[src/rtl/dmem_if.sv]
// Load/store bus between the CPU datapath and the data memory.
// The datapath (master) drives address, write enable and write data;
// the memory (slave) returns combinational read data.
interface dmem_if #(
  parameter int unsigned DATA_W = 8,
  parameter int unsigned ADDR_W = 8
) ();

  logic              wm;
  logic [DATA_W-1:0] in;
  logic [ADDR_W-1:0] ad;
  logic [DATA_W-1:0] out;

  modport master (
    output wm,
    output in,
    output ad,
    input  out
  );

  modport slave (
    input  wm,
    input  in,
    input  ad,
    output out
  );

endinterface

[src/rtl/dmem.sv]
// Data memory for the 8-bit datapath.
// Synchronous single write port, asynchronous read port, both addressed by `ad`.
// Asynchronous reset loads every word with its own address (identity pattern),
// so a freshly reset memory never returns X and reads back as out == ad.
module dmem #(
  parameter int unsigned DATA_W = 8,
  parameter int unsigned ADDR_W = 8,
  // The address bus covers the whole array, so no range or wrap logic exists.
  parameter int unsigned DEPTH  = 256
) (
  input logic   clk,
  input logic   rst_n,
  dmem_if.slave bus
);

  logic [DATA_W-1:0] mem_q [DEPTH];

  // Storage: identity load while reset is low (writes discarded), else write on wm.
  always_ff @(posedge clk or negedge rst_n) begin
    if (!rst_n) begin
      for (int unsigned i = 0; i < DEPTH; i++) begin
        mem_q[i] <= DATA_W'(i);
      end
    end else if (bus.wm) begin
      mem_q[bus.ad] <= bus.in;
    end
  end

  // Combinational read, not gated by wm: a write shows up right after its edge.
  always_comb begin
    bus.out = mem_q[bus.ad];
  end

endmodule

[src/flat_wrapper.sv]
// flat-port wrapper written by rule: the top's interface ports become plain ports
module dmem_flat 
#(
  parameter int unsigned DATA_W = 8,
  parameter int unsigned ADDR_W = 8,
                                                                              
  parameter int unsigned DEPTH  = 256
)
  (clk, rst_n, bus_wm, bus_in, bus_ad, bus_out);
  dmem_if #(.DATA_W(DATA_W), .ADDR_W(ADDR_W)) bus_i ();
  input logic clk;
  input logic rst_n;
  input wire logic [$bits(bus_i.wm)-1:0] bus_wm;
  input wire logic [$bits(bus_i.in)-1:0] bus_in;
  input wire logic [$bits(bus_i.ad)-1:0] bus_ad;
  output wire logic [$bits(bus_i.out)-1:0] bus_out;
  assign bus_i.wm = bus_wm;
  assign bus_i.in = bus_in;
  assign bus_i.ad = bus_ad;
  assign bus_out = bus_i.out;
  dmem #(.DATA_W(DATA_W), .ADDR_W(ADDR_W), .DEPTH(DEPTH)) u_core (.clk(clk), .rst_n(rst_n), .bus(bus_i));
endmodule
[config.mk]
export PLATFORM = sky130hd
export DESIGN_NAME = dmem_flat
export DESIGN_NICKNAME = d
export VERILOG_FILES = /design/src/rtl/dmem_if.sv /design/src/rtl/dmem.sv /design/src/flat_wrapper.sv
export SDC_FILE = /design/constraint.sdc
export NUM_CORES = 2
export LEC_CHECK = 0
export CAP_MARGIN = 0
export CORE_ASPECT_RATIO = 1.1
export CORE_MARGIN = 4
export CORE_UTILIZATION = 32
export CTS_BUF_LIST = sky130_fd_sc_hd__clkbuf_16
export CTS_CLUSTER_DIAMETER = 50
export DETAILED_ROUTE_END_ITERATION = 8
export SYNTH_ARGS = -nofsm -noshare
export SYNTH_HDL_FRONTEND = slang
export SYNTH_SLANG_ARGS = --single-unit
[constraint.sdc]
create_clock -name clk -period 5.2 [get_ports clk]
set_clock_uncertainty 0.1 [all_clocks]
set_input_delay 1.56 -clock clk [delete_from_list [all_inputs] [get_ports clk]]
set_output_delay 1.56 -clock clk [all_outputs]
set_load 0.01 [all_outputs]
==> results.json <==
{
  "switching_share": 0.2420,
  "synth_compound_area_frac": 0.03027,
  "synth-xor-area-share": 0,
  "fin_nets": 6259,
  "top_register": "u_core.mem_q",
  "hold_path.class": "flip-flop to flip-flop",
  "die-area_um2": 302200,
  "die-height_um": 576.2,
  "grt-ovfl-total": 0,
  "rsz0062_at_grt": "true",
  "die_x_um": 524.5,
  "dp_hpwl_mm": 169.5,
  "p_switching_mw": 8.991,
  "ant_nets": 0,
  "dr_total_vias": 54435,
  "synth_cells": 5827,
  "p_per_area_nw_per_um2": 329.4,
  "failed_checks": "negative setup slack",
  "clkTransAtPathRegs_ns": 0.06,
  "gp_congestion": 0.8478,
  "largestRegisters": "u_core.mem_q: 2048 flops",
  "drive_gt1_frac": 0.7714,
  "synth_top_family_by_area": "multiplexers",
  "ioPinCount": 27,
  "n_fill_cell": 26857,
  "cts_buffers": 234,
  "root_buffer": "clkbuf_16",
  "yosysSeqAreaShare": 0.5594,
  "via_per_inst": 5.265,
  "cts_tree": "yes",
  "syn_area_per_cell_um2": 16.12,
  "yosys_warnings": 0,
  "start_util": 0.3216,
  "setup_viol": 8,
  "grt_max_degree": 154,
  "clk_latency_ns": 0.88,
  "power_frac_clock": 0.447,
  "cts.sinks": 2048,
  "required_ns": 3.54,
  "clk_path_buf_depth": 3,
  "final_core_util": 0.3862,
  "critPathCaptureType": "output port",
  "dpl_cell_area_um2": 102200,
  "cp_max_fo": 8,
  "cp-start-kind": "primary input",
  "coreArea_um2": 292000,
  "total_power_mw": 37.14,
  "vdd_drop_max_mv": 0.3765,
  "drt_iter0_markers": 3329,
  "finalMaxSlewViolations": 0,
  "fmax_ghz": 0.1582,
  "drcViolationCount": 0,
  "p_leak_nw": 47.78,
  "first_pass_iters": 5,
  "worst_ep_arrival_time_ns": 4.66,
  "fin_setup_tns_ns": -8.019,
  "antenna_found_initial": 4,
  "final_cell_area_um2": 112800,
  "pwr-share-comb": 0.086,
  "relSlewSlack": 0.2574,
  "port_buffers": 26,
  "critical_path_class": "primary input to output port",
  "area_growth_pct": 20.07,
  "grt_pass1_wl_mm": 397.2,
  "maxCapViolCount": 0,
  "cts.htree.levels": 4,
  "outcome": "finished with violations",
  "power.internal_mw": 28.15,
  "seqPwrFrac": 0.468,
  "min_period_over_period": 1.216,
  "cts_hold_buf": 0,
  "layout_setup_ws_ns": -1.122,
  "synth_cell_type_count": 28,
  "wirelength_mm": 263.8,
  "period_minus_slack_ns": 6.322,
  "worst_pin_slew_ns": 1.114,
  "largest_register_ffs": 2048,
  "yosys.area_share.simple": 0.02113,
  "grt_use_total": 0.1721,
  "synthAdderAreaFrac": 0,
  "yosys_register_bits": 2048,
  "grt_pass1_vias": 58588,
  "final-hold-violation-count": 0,
  "synth_area_um2": 93910,
  "syn_nets": 5846,
  "synthMuxAreaShare": 0.3684,
  "rows": 208,
  "routedWlPerCell_um": 25.51
}
==> repair_timing <==
action | in CTS | in global routing
setup buffers | 59 | 40
cloned | 12 | 2
gates resized for setup | 249 | 85
pin swaps | 68 | 46
endpoints found under the setup margin | 8 | 8
==> power groups by stage <==
stage | clock [mW] | combinational (mW) | sequential (mW)
after floorplan | 0 | 1.73 | 17.5
after global placement | 0 | 2.93 | 17.6
after detailed placement | 0 | 3.00 | 17.6
after CTS | 17.0 | 3.17 | 17.4
after global routing | 17.7 | 3.40 | 17.5
final | 16.6 | 3.18 | 17.4
==> final timing paths <==
path | end | startpoint | slack, ns | depth (start not counted)
min in group asynchronous | u_core.mem_q[136] | rst_n | 0.47 | 1
hold reg to reg | u_core.mem_q[442] | u_core.mem_q[442] | 0.39 | 1
max in group asynchronous | u_core.mem_q[900] | rst_n | 3.12 | 3
setup / recovery | bus_out[4] | bus_ad[0] | -1.12 | 13
setup reg to reg | u_core.mem_q[1436] | u_core.mem_q[1436] | 4.31 | 1
hold / removal | u_core.mem_q[442] | u_core.mem_q[442] | 0.39 | 1
==> placed cells by master, fill, tap and decap left out, types with 71 or more instances in the layout <==
cell type	count
mux4_2	512
dfstp_2	1024
a22oi_2	98
clkbuf_16	238
dfrtp_1	1024
nor2_2	192
buf_4	447
a22oi_1	158
buf_12	101
a21oi_1	71
mux2_2	2025
==> critical path, stage by stage <==
cell and delay (ns):
buf_16 0.16, buf_16 0.18, buf_12 0.14, buf_16 0.13, buf_4 0.11, mux4_2 0.52, a22oi_2 0.22, a21oi_2 0.12
o41ai_4 0.38, buf_4 0.23, nand4_1 0.42, buf_4 0.31, buf_6 0.11
==> per-layer routing <==
layer | wire, um | track usage
met4 | 10010 | 0.06236
met2 | 128700 | 0.2848
met5 | 11 | 0
met1 | 113900 | 0.2310
met3 | 11170 | 0.02485
==> cells by family (layout without fill, tap and decap cells) <==
family / after synthesis / in the layout
multiplexers: 2560 / 2560
flip-flops: 2048 / 2048
buffers and inverters: 460 / 1086
AO/OA/AOI/OAI: 416 / 416
AND/OR/NAND/NOR: 343 / 343
other: 0 / 2
==> cells in the mapped netlist (all sizes together) <==
cell	n	area, um2
mux4	512	11530
nand2b	6	37.54
a21oi	128	640.6
or2	2	12.52
clkbuf	327	1227
dfrtp	1024	25620
nor2	215	1298
nand2	92	460.4
dfstp	1024	26910
and3	2	12.51
nor2b	6	37.54
o41ai	32	280.3
nand4	8	50.05
nand3	1	5.000
and3b	2	17.52
mux2	2048	23060
a22oi	256	1922
nand3b	2	15.01
buf	133	733.2
and2	3	18.77
nor3	4	20.02
==> final cells by class <==
cell class / instances / area (um2) / area share
Clock buffer: 236 / 5906 / 0.05238
Clock inverter: 213 / 1963 / 0.01741
Antenna cell: 2 / 5.005 / 0.00004439
Timing Repair Buffer: 637 / 6838 / 0.06064
Tap cell: 3885 / 4861 / 0.04311
Multi-Input combinational cell: 3319 / 40650 / 0.3605
Sequential cell: 2048 / 52530 / 0.4659
==> per-stage QoR <==
stage | worst slack, ns | hold WS (ns) | instances
6_report | -1.122 | 0.3928 | 10340
5_1_grt | -1.095 | 0.4077 | 10340
4_1_cts | -1.111 | 0.3946 | 10304
3_5_place_dp | -2.166 | 0.3812 | 9788
3_3_place_gp | -2.172 | 0.3706 | 9788
2_1_floorplan | 0.03175 | 0.3595 | 5827
(Power assumes the default switching activity.)
